[config.mk]
export PLATFORM = sky130hd
export DESIGN_NAME = nes_pad_responder
export DESIGN_NICKNAME = d
export VERILOG_FILES = /design/src/rtl/nes_pad_responder.sv
export SDC_FILE = /design/constraint.sdc
export NUM_CORES = 1
export LEC_CHECK = 0
export ABC_AREA = 0
export BUFFER_PORTS_ARGS = -buffer_cell sky130_fd_sc_hd__buf_2
export CAP_MARGIN = 20
export CORE_MARGIN = 10
export CORE_UTILIZATION = 56
export CTS_CLUSTER_SIZE = 8
export DETAILED_ROUTE_END_ITERATION = 8
export PLACE_DENSITY = 0.81
export SLEW_MARGIN = 20
export SYNTH_ARGS = -nofsm -noshare
export SYNTH_HDL_FRONTEND = slang
export SYNTH_SLANG_ARGS = --single-unit
[constraint.sdc]
create_clock -name clk_25mhz -period 3.9 [get_ports clk_25mhz]
set_input_delay 0.195 -clock clk_25mhz [delete_from_list [all_inputs] [get_ports clk_25mhz]]
set_output_delay 0.195 -clock clk_25mhz [all_outputs]
set_load 0.01 [all_outputs]
[src/rtl/nes_pad_responder.sv]
// rtl/nes_pad_responder.sv - NES pad emulator answering the reader's latch/clock with serial buttons
// Optional feature macro: NES_PAD_TURBO_EN (turbo on A/B buttons)
module nes_pad_responder #(
  parameter logic FILL_BIT     = 1'b1,
  parameter int   SYNC_STAGES  = 2,
  parameter int   TURBO_FRAMES = 4
) (
  input  logic       clk_25mhz,
  input  logic       rst,
  input  logic       latch_in,
  input  logic       clk_in,
  input  logic [7:0] buttons,
  input  logic [1:0] turbo_mask,
  output logic       data_out,
  output logic [3:0] bit_cnt,
  output logic       frame_done,
  output logic       proto_err
);

  typedef enum logic [1:0] {IDLE, LOAD, SHIFT, DONE} state_t;

  state_t state, state_n;

  logic [SYNC_STAGES-1:0] latch_sync;
  logic [SYNC_STAGES-1:0] clk_sync;
  logic                   latch_s;
  logic                   clk_s;
  logic                   latch_d;
  logic                   clk_d;
  logic                   latch_rise;
  logic                   clk_rise;

  logic [7:0] shift_reg;
  logic [7:0] eff_buttons;
  logic       do_load;
  logic       do_shift;
  logic       err_set;
  logic       done_set;

  assign latch_s    = latch_sync[SYNC_STAGES-1];
  assign clk_s      = clk_sync[SYNC_STAGES-1];
  assign latch_rise = latch_s & ~latch_d;
  assign clk_rise   = clk_s & ~clk_d;

  // Synchronise the async protocol pins and keep one delayed copy for edge detection
  always_ff @(posedge clk_25mhz) begin
    if (rst) begin
      latch_sync <= '0;
      clk_sync   <= '0;
      latch_d    <= 1'b0;
      clk_d      <= 1'b0;
    end else begin
      latch_sync <= {latch_sync[SYNC_STAGES-2:0], latch_in};
      clk_sync   <= {clk_sync[SYNC_STAGES-2:0], clk_in};
      latch_d    <= latch_s;
      clk_d      <= clk_s;
    end
  end

`ifdef NES_PAD_TURBO_EN
  logic [2:0] turbo_cnt;
  logic       turbo_phase;
  logic       frame_phase;

  // Count latch frames; a frame loads with the phase in force before its own latch edge
  always_ff @(posedge clk_25mhz) begin
    if (rst) begin
      turbo_cnt   <= 3'd0;
      turbo_phase <= 1'b0;
      frame_phase <= 1'b0;
    end else if (latch_rise) begin
      frame_phase <= turbo_phase;
      if (turbo_cnt == 3'(TURBO_FRAMES - 1)) begin
        turbo_cnt   <= 3'd0;
        turbo_phase <= ~turbo_phase;
      end else begin
        turbo_cnt <= turbo_cnt + 3'd1;
      end
    end
  end

  // Force turbo-enabled A/B buttons released during the off phase
  always_comb begin
    eff_buttons = buttons;
    if (!frame_phase) begin
      if (turbo_mask[0]) eff_buttons[0] = 1'b0;
      if (turbo_mask[1]) eff_buttons[1] = 1'b0;
    end
  end
`else
  logic turbo_unused;
  assign turbo_unused = ^turbo_mask ^ TURBO_FRAMES[0];
  assign eff_buttons  = buttons;
`endif

  // State register
  always_ff @(posedge clk_25mhz) begin
    if (rst) state <= IDLE;
    else     state <= state_n;
  end

  // Next state and datapath strobes; a synced latch always takes priority over a clk rise
  always_comb begin
    state_n  = state;
    do_load  = 1'b0;
    do_shift = 1'b0;
    err_set  = 1'b0;
    done_set = 1'b0;
    case (state)
      IDLE: begin
        if (latch_s) state_n = LOAD;
      end
      LOAD: begin
        if (!latch_s) begin
          state_n = SHIFT;
        end else begin
          do_load = 1'b1;
          err_set = clk_rise & ~latch_rise;
        end
      end
      SHIFT: begin
        if (latch_s) begin
          state_n = LOAD;
        end else if (clk_rise) begin
          do_shift = 1'b1;
          if (bit_cnt == 4'd7) begin
            done_set = 1'b1;
            state_n  = DONE;
          end
        end
      end
      DONE: begin
        if (latch_s) state_n = LOAD;
        else if (clk_rise) do_shift = 1'b1;
      end
      default: state_n = IDLE;
    endcase
  end

  // Shift register, edge counter, pulses and the registered serial line
  always_ff @(posedge clk_25mhz) begin
    if (rst) begin
      shift_reg  <= 8'h00;
      bit_cnt    <= 4'd0;
      frame_done <= 1'b0;
      proto_err  <= 1'b0;
      data_out   <= 1'b1;
    end else begin
      if (do_load) begin
        shift_reg <= eff_buttons;
        bit_cnt   <= 4'd0;
      end else if (do_shift) begin
        shift_reg <= {FILL_BIT, shift_reg[7:1]};
        if (bit_cnt != 4'd8) bit_cnt <= bit_cnt + 4'd1;
      end
      frame_done <= done_set;
      proto_err  <= err_set;
      data_out   <= (state == IDLE) ? 1'b1 : ~shift_reg[0];
    end
  end

endmodule

Word-level counts from Yosys, hierarchy flattened
Cells that the tools add are included.

word-level totals
  register bits = 23
  input bits = 14
  output and inout port bits = 7

operators by class
  $add $sub $neg = 1
  eq/ne operators = 9
  mux-type cells = 14
  bitwise logic cells = 11
  reductions and logical operators = 10

operators by type and width
  operator                                                count
  two-way mux 8 bit                                       2
  two-way mux 2 bit                                       5
  NOT 1 bit                                               8
  OR reduction 2 bit                                      4
  two-way mux 1 bit                                       6
  inequality test 3 bit (second input constant)           2
  one-hot mux 2 bit (3 select lines)                      1
  adder 4 x 1 -> 4 bit (second input constant)            1
  equality test 2 bit (second input constant)             2
  equality test 4 x 3 -> 1 bit (second input constant)    1
  inequality test 4 bit (second input constant)           1
  AND reduction 4 bit                                     1
  OR reduction 4 bit                                      1
  bitwise AND 1 bit                                       3
  OR reduction 3 bit                                      1
  equality test 2 x 1 -> 1 bit (second input constant)    1
  zero test 2 bit                                         1
  inequality test 2 x 1 -> 1 bit (second input constant)  1
  inequality test 2 bit (second input constant)           1
  AND reduction 2 bit                                     1
  nonzero test 2 bit                                      1

Depth between registers and ports, before layout
  word-level depth = 7
  gate-level depth with buffers = 7
  gate-level depth less buffers = 6

Worst setup path before layout
Ideal clock, no wire load.

  path type = flip-flop to flip-flop
  start = register state[0]
  end = register shift_reg[0]
  library setup time = 0.092 ns
  arrival time = 1.451 ns
  path slack = 2.357 ns
  cell stages (with the launch flop) = 8
  path buffers = 1
  path through = dfxtp_1 > inv_1 > ha_1 > or2_1 > and2_1 > buf_6 > nor2b_1 > nor4_1

between the ends
  longest elaborated chain between the ends = 4
  elaborated cells between the ends (all ways) = 8
  those cells by class = 3 x eq/ne; 3 x mux; 2 x reduce/logical

RTL lines
  item                                 RTL line  text
  start: declaration                   22        state_t state, state_n;
  start signal: assignment             99        else state <= state_n;
  equality test 2 bit                  109       case (state)
  OR reduction 2 bit (no source line)  -
  two-way mux 1 bit                    -
  nonzero test 2 bit (no source line)  -
  end signal: assignment               150       shift_reg <= eff_buttons;
  end signal: assignment               153       shift_reg <= {FILL_BIT, shift_reg[7:1]};
  end: declaration                     33        logic [7:0] shift_reg;

Parallel ways exist; a longest one is shown, timed or not.
A chain may end at the register's enable or synchronous reset.

Final worst setup path
  start = register state[0]
  end = register shift_reg[3]

Same word-level chain as after synthesis.

==> qor.csv <==
metric,value,unit
worst path cell trace,inv_1 -> ha_1 -> or2_1 -> a21oi_1 -> nand2_1 -> a21oi_1,
final period utilization,0.472,
Nets,150,
die height,62.4,um
Fillers,156,
latest clock arrival within the worst-skew pair,0.30,ns
status,finished clean,
"Max FO, Critical Path",6,
FF-to-FF Start,state[0],
# DRC,0,
crit path kind,reg2reg,
RSZ-0062 raised after global routing,no,
Reg-to-Reg End,shift_reg[3],
CTS Root Cell,clkbuf_4,
largest net degree at the start of global routing,21,
Hold Path Origin,latch_in,
wire length per cell,12.6,um
WHS Endpoint,latch_sync[0],
VDD IR-drop max,277,uV
Clk pwr share,0.224,
Tot GR Track Use,0.0998,
first-pass GRT wire length,3.31,mm
Buf/Inv on CP,1,
Slew headroom,0.694,
DRT Pass-1 Iters,4,
number of I/O port buffers,18,
Num Clock Sinks,23,
P_leak,0.470,nW
dpl hpwl,1.52,mm
Post-DP Area,0.00110,sq mm
"Primary FF master, synth",dfxtp_1,
Psw,0.000134,W
mapped cell area,0.00101,sq mm
Clock Tree Buf Depth,2,
Hold WC Path Type,in2reg,
most frequent cell after synthesis,dfxtp_1,
final cell count without fillers,154,
Std-Cell Rows,15,
Setup Skew,0.00543,ns
Fin Setup TNS,0,ns
Pwr Density,416,mW/mm^2
crit end category,flip-flop,
Critical Path RT,4.13,ns
clock transition at the registers of the reported paths,0.12,ns
Crit path largest cell delay,0.40,ns
power share of the combinational group,0.217,
min Tclk post-route,1.84,ns
Slew @ Worst Pin,0.460,ns
"EDFF count, synth",0,
Routability Congestion,0.739,
Synth Instances,111,
post-route design area,0.00113,sq mm
diode count,0,
max FFs per register,8,
Yosys top cell area share,0.458,
Seq pwr share,0.559,
CTS H-tree depth,1,
Resize count post-CTS,0,
Total Power,0.000469,W
Die X,62.4,um
Fin. Hold Viols,0,
Reg area,460,sq um
Commonest cells post-synth,"23 x dfxtp_1, 11 x nand2_1, 10 x a21oi_1",
via/cell ratio,5.29,
Detailed Route Iter0 Violations,30,
post-CTS setup buffers,0,
syn nets,131,
die area,0.00389,sq mm
initial antenna violation count,0,
Yosys warning count,0,
core area,0.00171,sq mm
vias in the first global route,826,
"Largest delay share family, worst path",compound AO/OA/AOI/OAI gates,
GRT overflow,0,
Worst path slowest cell,dfxtp_1,
# Max-Cap Violations,0,
Final Max Tran Viols,0,
placed cells,150,
# IOs,21,
synth unique cells,29,
post-synthesis register bit count,23,
CTS tree,built,
Synth async-reset ratio,0,
syn avg cell area,9.06,sq um
Hold Path Stages,2,
final setup fails,0,
Final ANT Viol Nets,0,
sequential-to-total area share from yosys stat,0.458,
Detailed Route WL,1.94,mm
multi-input logic area,500,sq um
largest area contributor in the netlist,dfxtp_1,
top post-synthesis cells by area,"dfxtp_1 46%, ha_1 7.5%, a21oi_1 5.0%",
internal power,0.000334,W
Area growth syn-to-layout,12.1,%
DR vias,814,
most frequent CP cell,a21oi_1,
TritonCTS buffer count,3,
FF-to-FF path depth,6,
worst path arrival time,2.07,ns
Net Sw Frac,0.287,
f_max,544,MHz
CTS hold repair buffers,0,
layout cells sized above 1,0.171,
startpoint types,flip-flop,
worst reg2reg setup slack,2.06,ns
Initial Util,0.589,
[layout by cell type, fill, tap and decap left out]
master and instances:
a21oi_1 10, a221oi_1 1, xor2_1 1, a22oi_1 6
nand2b_1 4, clkbuf_1 1, a211oi_1 1, a21boi_0 1
dfxtp_1 23, nand2_1 11, o21ai_0 1, ha_1 6
and2_1 2, nor3b_4 1, nor2b_1 7, xnor2_1 1
nand3_1 3, nand3b_1 1, o211ai_1 1, mux2i_1 2
nor4_1 1, or2_1 1, nor2_1 9, nor3_1 5
o2bb2ai_1 1, buf_2 18, and3_1 2, clkbuf_4 3
inv_1 5
[worst max-delay path by stage]
| stage | depth (start not counted) | end | slack [ns] | start |
|---|---|---|---|---|
| after detailed placement | 6 | shift_reg[3] | 2.10 | state[0] |
| after floorplan | 7 | shift_reg[0] | 2.36 | state[0] |
| final | 6 | shift_reg[3] | 2.06 | state[0] |
| after global placement | 6 | shift_reg[6] | 2.19 | state[0] |
| after global routing | 6 | shift_reg[3] | 1.92 | state[0] |
| after CTS | 6 | shift_reg[3] | 2.05 | state[0] |
[per-layer routing]
metal | share of wire | routed length (um) | global-route usage | up-vias
met5 | 0 | 0 | 0 | -
met4 | 0.0062 | 12 | 0.0168 | 0
met3 | 0.058 | 112 | 0.0520 | 2
met2 | 0.52 | 1000 | 0.183 | 17
met1 | 0.42 | 817 | 0.0982 | 381
li1 | - | - | - | 414
[power by group through the flow]
stage / Combinational, W / Clock, W / Sequential (W)
floorplan: 0.0000798 / 0 / 0.000265
global placement: 0.0000967 / 0 / 0.000266
detailed placement: 0.000102 / 0 / 0.000268
CTS: 0.000102 / 0.000108 / 0.000262
global route: 0.000117 / 0.000118 / 0.000265
finish: 0.000102 / 0.000105 / 0.000262
[logic make-up after synthesis]
family,share of synthesized area
xor gates and xnor gates,0.0174
AOI/OAI and AO/OA,0.139
and+or+nand+nor,0.246
muxes,0.0199
adders and majority gates,0.0746
buffers and inverters,0.0448
DFF,0.458
[through the flow]
step	setup slack [ns]	hold slack, ns	utilization
detailed placement	2.10	0.378	0.645
CTS	2.05	0.0902	0.660
floorplan	2.36	0.323	-
global route	1.92	0.116	0.660
finish	2.06	0.0934	0.660
global placement	2.19	0.374	0.645
[area by class of cell]
class                      instances  area share
tap                               25      0.0277
multi-input combinational         79       0.444
clock buffer                       4      0.0233
inverter                           5      0.0166
timing repair buffer              18      0.0799
sequential                        23       0.408
Note: power is estimated with default switching activity, not from simulation.
